===== src/rtl/bsg_manycore_reg_id_encode.sv =====
// bsg_manycore_reg_id_encode: embeds reg_id into unwritten byte lanes of store requests, buffers them in order and limits outstanding stores with credits.
// Optional BSG_MANYCORE_REG_ID_DROP_EMPTY_STORE_EN: accept mask_i==0 requests without enqueueing them or consuming a credit.
module bsg_manycore_reg_id_encode #(
  parameter int data_width_p = 32,
  parameter int reg_id_width_p = 5,
  parameter int els_p = 2,
  parameter int max_out_p = 16
) (
  input  logic                               clk_i,
  input  logic                               reset_n_i,
  input  logic                               v_i,
  output logic                               ready_o,
  input  logic [data_width_p-1:0]            data_i,
  input  logic [data_width_p/8-1:0]          mask_i,
  input  logic [reg_id_width_p-1:0]          reg_id_i,
  output logic                               v_o,
  input  logic                               yumi_i,
  output logic [data_width_p-1:0]            data_o,
  output logic [data_width_p/8-1:0]          mask_o,
  output logic [reg_id_width_p-1:0]          reg_id_o,
  input  logic                               credit_return_i,
  output logic [$clog2(max_out_p+1)-1:0]     credits_o,
  output logic                               error_o
);
  localparam int lanes_lp = data_width_p/8;
  localparam int ptr_w_lp = (els_p > 1) ? $clog2(els_p) : 1;
  localparam int cnt_w_lp = $clog2(els_p+1);
  localparam int cred_w_lp = $clog2(max_out_p+1);
  typedef struct packed {
    logic [data_width_p-1:0]   data;
    logic [lanes_lp-1:0]       mask;
    logic [reg_id_width_p-1:0] reg_id;
  } entry_t;
  entry_t mem_q [els_p];
  entry_t entry_d;
  logic [ptr_w_lp-1:0] wr_q, wr_d, rd_q, rd_d;
  logic [cnt_w_lp-1:0] count_q, count_d;
  logic [cred_w_lp-1:0] credits_q, credits_d;
  logic error_q, error_d;
  logic accept, enq, deq, overflow;
  assign ready_o = reset_n_i & (count_q != cnt_w_lp'(els_p)) & (credits_q != '0);
  assign accept = v_i & ready_o;
`ifdef BSG_MANYCORE_REG_ID_DROP_EMPTY_STORE_EN
  assign enq = accept & (|mask_i);
`else
  assign enq = accept;
`endif
  assign deq = yumi_i & v_o;
  assign overflow = ~enq & credit_return_i & (credits_q == cred_w_lp'(max_out_p));
  // encode at accept time so the FIFO holds ready-to-send words
  always_comb begin
    entry_d.data = data_i;
    entry_d.mask = mask_i;
    entry_d.reg_id = (&mask_i) ? reg_id_i : '0;
    for (int b = 0; b < lanes_lp; b++)
      entry_d.data[8*b +: 8] = mask_i[b] ? data_i[8*b +: 8] : 8'(reg_id_i);
  end
  always_comb begin
    wr_d = enq ? ((wr_q == ptr_w_lp'(els_p-1)) ? '0 : wr_q + 1'b1) : wr_q;
    rd_d = deq ? ((rd_q == ptr_w_lp'(els_p-1)) ? '0 : rd_q + 1'b1) : rd_q;
    count_d = count_q + cnt_w_lp'(enq) - cnt_w_lp'(deq);
    credits_d = (enq & ~credit_return_i) ? credits_q - 1'b1
              : (~enq & credit_return_i & ~overflow) ? credits_q + 1'b1
              : credits_q;
    error_d = error_q | overflow;
  end
  always_ff @(posedge clk_i) begin
    if (!reset_n_i) begin
      wr_q <= '0;
      rd_q <= '0;
      count_q <= '0;
      credits_q <= cred_w_lp'(max_out_p);
      error_q <= 1'b0;
    end else begin
      wr_q <= wr_d;
      rd_q <= rd_d;
      count_q <= count_d;
      credits_q <= credits_d;
      error_q <= error_d;
    end
    if (enq) mem_q[wr_q] <= entry_d;
  end
  assign v_o = (count_q != '0);
  assign data_o = mem_q[rd_q].data;
  assign mask_o = mem_q[rd_q].mask;
  assign reg_id_o = mem_q[rd_q].reg_id;
  assign credits_o = credits_q;
  assign error_o = error_q;
  yumi_needs_valid: assert property (@(posedge clk_i) disable iff (!reset_n_i) yumi_i |-> v_o);
endmodule


===== config.mk =====
export PLATFORM = sky130hd
export DESIGN_NAME = bsg_manycore_reg_id_encode
export DESIGN_NICKNAME = d
export VERILOG_FILES = /design/src/rtl/bsg_manycore_reg_id_encode.sv
export SDC_FILE = /design/constraint.sdc
export NUM_CORES = 1
export LEC_CHECK = 0
export ABC_AREA = 1
export CORE_MARGIN = 1.5
export CORE_UTILIZATION = 25
export CTS_CLUSTER_SIZE = 10
export DETAILED_ROUTE_END_ITERATION = 10
export PLACE_DENSITY = 0.54
export SLEW_MARGIN = 20
export SYNTH_ARGS = -nofsm -noshare
export SYNTH_HDL_FRONTEND = slang
export SYNTH_SLANG_ARGS = --single-unit

===== constraint.sdc =====
create_clock -name clk_i -period 6 [get_ports clk_i]
set_clock_uncertainty 0.05 [all_clocks]
set_input_delay 1.5 -clock clk_i [delete_from_list [all_inputs] [get_ports clk_i]]
set_output_delay 1.5 -clock clk_i [all_outputs]
set_load 0.05 [all_outputs]

==> results_dict.tcl, run 1 <==
set metrics [dict create \
    p_per_area_nw_per_um2 408 \
    first_pass_iters 4 \
    clock.fmax_mhz 201 \
    grt_pass1_wl_um 14400 \
    dieArea_um2 16700 \
    synth.avg_cell_area_um2 13.4 \
    synth_flop_cell "edfxtp_1" \
    synth_top_family_by_area "multiplexers" \
    r2r_slack_ns 3.81 \
    p_clk_frac 0.264 \
    fin_hold_ws_ns 0.416 \
    post-route-util 0.350 \
    crit_slowest_cell "clkdlybuf4s50_1" \
    htree_levels 3 \
    clk-insertion-delay-late_ns 0.34 \
    io-pin-count 95 \
    cts_hold_buf 0 \
    r2r-start "credits_o[0]" \
    period_needed_ns 4.97 \
    synth_fa_ha_area_frac 0.0207 \
    clockBufferDepth 2 \
    critPathCaptureType "output pin" \
    drt_iter0_drc 97 \
    cts_setup_buffers 0 \
    stdcell_area_um2 5500 \
    final_nets 446 \
    yosysTopAreaCell "edfxtp_1" \
    p_comb_frac 0.357 \
    numCtsBuffers 9 \
    fin_setup_tns_ns 0 \
    grt_max_degree 42 \
    antenna_found_initial 0 \
    hold_viol 0 \
    vias 2538 \
    p_leak_nw 2.04 \
    synthToLayoutAreaGrowth_pct 37.7 \
    worstRegToRegCells 5 \
    hold_end "rd_q" \
    io_buffers 94 \
    synth_cell_types 28 \
    wire_per_inst_um 15.0 \
    syn_nets 349 \
    setup_ws_ns 1.03 \
    synthesis.area_um2 3990 \
    ir_drop_mv 0.199 \
    core_area_um2 15700 \
    post_cts_resized 0 \
    path_clk_slew_ns 0.06 \
    p_sw_frac 0.362 \
    cts_sinks 93 \
    hold_path_class "flip-flop to flip-flop" \
    die_height_um 129 \
    route.detailed.drc 0 \
    dp_cells 599 \
    async_flop_share 0 \
    p_int_mw 1.43 \
    synthCells 297 \
    std_cell_rows 46 \
    finalSetupViolCount 0 \
    yosysWarnings 0 \
    yosysSeqAreaShare 0.672 \
    viasPerCell 4.13 \
    status "complete, no violations" \
    nFillCells 1561 \
    period_share 0.828 \
    instances_no_fill 615 \
    cts_root_buf "clkbuf_16" \
    track_usage 0.118 \
    drive_gt1_frac 0.163 \
    slew_headroom 0.543 \
    holdCritStartpoint "rd_q" \
    start_kind "input pin" \
    drv_slew 0 \
    rsz0062_at_grt "false" \
    p_seq_frac 0.379 \
    path_class "input pin to output pin" \
    crit_arrival_ns 3.42 \
    synth_area_leaders "edfxtp_1 62%, mux2_2 9.6%, dfxtp_1 5.5%" \
    antenna_cells 0 \
    ant_nets 0 \
    gr-total-overflow 0 \
    worstPathCellList "clkdlybuf4s50_1 -> inv_2 -> a21oi_4 -> nand2_1 -> inv_2 -> clkdlybuf4s50_1" \
    slowest_delay_ns 0.81 \
    synth_compound_area_frac 0.0423 \
    ys_ff_latch 93 \
    tritoncts "done" \
    place_ws_ns 1.04 \
    cp_max_fo 11 \
    synth_edf_count 82 \
    r2r_end "mem_q[0][23]" \
    start_util 0.254 \
    required_ns 4.45 \
    hold_depth 1 \
    critPathTopFamily "buffers and inverters" \
    p_sw_mw 0.812 \
    yosysTopAreaCellShare 0.617 \
    wl_um 9250 \
    hpwl_um 6000 \
    critPathBufInv 4 \
    chipWidth_um 129 \
    yosys.area_share.simple 0.0994 \
    synth_xor_area_frac 0.00658 \
    dpl_cell_area_um2 5180 \
    maxCapViolations 0 \
    tightest_slew_ns 0.684 \
    grt_pass1_vias 2654 \
    power_mw 2.24 \
    gp_congestion 0.763 \
    muxShareOfSynthArea 0.116 \
]
[kinds of logic after synthesis]
group,Yosys count
fa+ha+maj,6
simple gates,81
compound gates,31
xor+xnor,3
buf+inv,42
mux,41
flops,93
[power groups by stage]
stage          clock network [mW]  logic (mW)  registers [mW]
2_1_floorplan                   0       0.544           0.862
3_3_place_gp                    0       0.806           0.865
3_5_place_dp                    0       0.808           0.867
4_1_cts                     0.614       0.814           0.853
5_1_grt                     0.642       0.852           0.864
6_report                    0.592       0.801           0.849
[per-layer routing]
metal,GRT usage,vias up,share of wire
li1,-,1231,-
met1,0.153,1227,0.46
met2,0.183,69,0.46
met3,0.0322,11,0.060
met4,0.0555,0,0.018
met5,0,-,0
[final cells by class]
type	count	area (um^2)	share of cell area
tap	216	270	0.0492
inverter	32	120	0.0219
timing repair buffer	96	956	0.174
multi-input combinational	162	1150	0.209
sequential	93	2690	0.489
clock buffer	12	258	0.0469
clock inverter	4	55.1	0.0100
[cells in the final DEF, fill, tap and decap left out, types with 4 or more instances in the layout]
cell type         n
clkbuf_16        10
mux2_2           34
mux2_1            7
a21oi_1           6
nor2_4            4
edfxtp_1         82
dfxtp_1          10
clkdlybuf4s50_1  94
nand2_1          45
nand3_1           7
inv_1            29
nor2_1           15
ha_1              5
o21ai_0          22
[registers in the layout (all words and copies together) (netlist names), named ones only]
register and count:
wr_q 1, count_q 2, rd_q 1, credits_o 5, error_o 1, mem_q 82
[worst max path at each step]
| stage | from | endpoint | slack, ns | cells past startpoint |
|---|---|---|---|---|
| floorplan | reset_n_i | mem_q[0][0] | 1.94 | 4 |
| global route | reset_n_i | ready_o | 0.97 | 6 |
| global placement | reset_n_i | ready_o | 1.04 | 6 |
| CTS | reset_n_i | ready_o | 1.02 | 6 |
| detailed placement | reset_n_i | ready_o | 1.04 | 6 |
| finish | reset_n_i | ready_o | 1.03 | 6 |
[Yosys cell counts, types with 5 or more instances]
cell type and n:
dfxtp_1 11, o21ai_0 22, inv_1 29, ha_1 5, nor2_1 17, clkbuf_1 5
nand2_1 45, edfxtp_1 82, mux2_1 7, nand3_1 7, a21oi_1 6, mux2_2 34
(Power assumes the default switching activity.)
==> inputs of run 2 (changes only) <==
- clock period: 6 -> 4.8 ns (I/O delays scaled with it)
==> results_dict.tcl, run 2 (synthesis results as in run 1) <==
set metrics [dict create \
    status "complete, no violations" \
    finalSetupViolCount 0 \
    fin_setup_tns_ns 0 \
    wl_um 9230 \
    p_leak_nw 2.06 \
    drv_slew 0 \
    viasPerCell 4.13 \
    gp_congestion 0.751 \
    hold_path_class "flip-flop to flip-flop" \
    period_needed_ns 4.08 \
    grt_pass1_wl_um 13900 \
    required_ns 3.55 \
    post_cts_resized 0 \
    cts_setup_buffers 0 \
    gr-total-overflow 0 \
    p_int_mw 1.77 \
    track_usage 0.115 \
    final_nets 450 \
    hold_viol 0 \
    htree_levels 3 \
    vias 2559 \
    tightest_slew_ns 0.779 \
    dieArea_um2 16700 \
    clk-insertion-delay-late_ns 0.34 \
    regArea_um2 2680 \
    start_kind "input pin" \
    hpwl_um 5980 \
    crit_arrival_ns 2.83 \
    largest_register_ffs 82 \
    std_cell_rows 46 \
    antenna_cells 0 \
    regMostFlops "mem_q" \
    io_buffers 94 \
    cts_hold_buf 0 \
    die_height_um 129 \
    wire_per_inst_um 14.9 \
    cts_sinks 93 \
    final_common_cell "clkdlybuf4s50_1" \
    p_per_area_nw_per_um2 505 \
    cts_root_buf "clkbuf_16" \
    synthToLayoutAreaGrowth_pct 38.4 \
    ant_nets 0 \
    path_class "input pin to output pin" \
    power_mw 2.79 \
    multiInputGateArea_um2 1150 \
    grt_max_degree 42 \
    period_share 0.850 \
    slew_headroom 0.481 \
    core_area_um2 15700 \
    cp_max_fo 2 \
    critPathCaptureType "output pin" \
    final_cell_mix "94 x clkdlybuf4s50_1, 82 x edfxtp_1, 45 x nand2_1, 34 x mux2_2, 29 x inv_1" \
    rsz0062_at_grt "false" \
    tritoncts "done" \
    p_sw_frac 0.366 \
    drive_gt1_frac 0.174 \
    antenna_found_initial 0 \
    start_util 0.254 \
    grt_pass1_vias 2619 \
    p_seq_frac 0.377 \
    drt_iter0_drc 120 \
    nFillCells 1554 \
    p_sw_mw 1.02 \
    clock.fmax_mhz 245 \
    path_clk_slew_ns 0.07 \
    maxCapViolations 0 \
    chipWidth_um 129 \
    clockBufferDepth 2 \
    route.detailed.drc 0 \
    p_comb_frac 0.368 \
    ir_drop_mv 0.218 \
    p_clk_frac 0.255 \
    io-pin-count 95 \
    numCtsBuffers 9 \
    first_pass_iters 4 \
]
## run 2: changes by cell type in the layout (fill, tap and decap cells not counted), sizes merged
cell / previous run / this run
clkbuf: 12 / 9
inv: 33 / 34
clkinvlp: 1 / 0
clkinv: 1 / 4
buf: 2 / 6
## run 2: metrics by stage
step / util / instances / cell area, um^2 / hold slack (ns) / worst slack (ns)
2_1_floorplan: - / 297 / 3990 / 0.381 / 1.04
3_3_place_gp: 0.332 / 603 / 5220 / 0.390 / 0.712
3_5_place_dp: 0.332 / 603 / 5220 / 0.397 / 0.718
4_1_cts: 0.351 / 619 / 5520 / 0.410 / 0.711
5_1_grt: 0.351 / 619 / 5520 / 0.437 / 0.652
6_report: 0.351 / 619 / 5520 / 0.417 / 0.720
## run 2: critical path, stage by stage
cell and delay, ns:
clkdlybuf4s50_1 0.49, inv_2 0.05, a21oi_4 0.14, nand2_1 0.08, inv_2 0.07, clkdlybuf4s50_1 0.80
## run 2: area by class of cell
type | instances | area share
Tap cell | 216 | 0.0489
Sequential cell | 93 | 0.486
Clock buffer | 9 | 0.0408
Clock inverter | 7 | 0.0134
Inverter | 32 | 0.0217
Multi-Input combinational cell | 162 | 0.208
Timing Repair Buffer | 100 | 0.181
## run 2: per-layer routing
metal | vias to the layer above | track usage | share of wire | wire length (um)
met5 | - | 0 | 0 | 0
met4 | 0 | 0.0535 | 0.020 | 183
met3 | 12 | 0.0367 | 0.065 | 601
met2 | 70 | 0.183 | 0.47 | 4300
met1 | 1231 | 0.144 | 0.45 | 4150
li1 | 1246 | - | - | -
## run 2: path summary, 6_finish.rpt
check / start / slack, ns / cells past startpoint / endpoint
min: rd_q / 0.42 / 1 / flip-flop
max: reset_n_i / 0.72 / 6 / ready_o
min reg2reg: rd_q / 0.42 / 1 / flip-flop
max reg2reg: credits_o[0] / 2.80 / 11 / credits_o[4]
## run 2: power by group through the flow
stage | sequential (mW) | clock [mW] | combinational, mW
4_1_cts | 1.05 | 0.741 | 1.04
3_5_place_dp | 1.07 | 0 | 1.03
5_1_grt | 1.07 | 0.765 | 1.09
6_report | 1.05 | 0.712 | 1.03
3_3_place_gp | 1.07 | 0 | 1.03
2_1_floorplan | 1.08 | 0 | 0.680
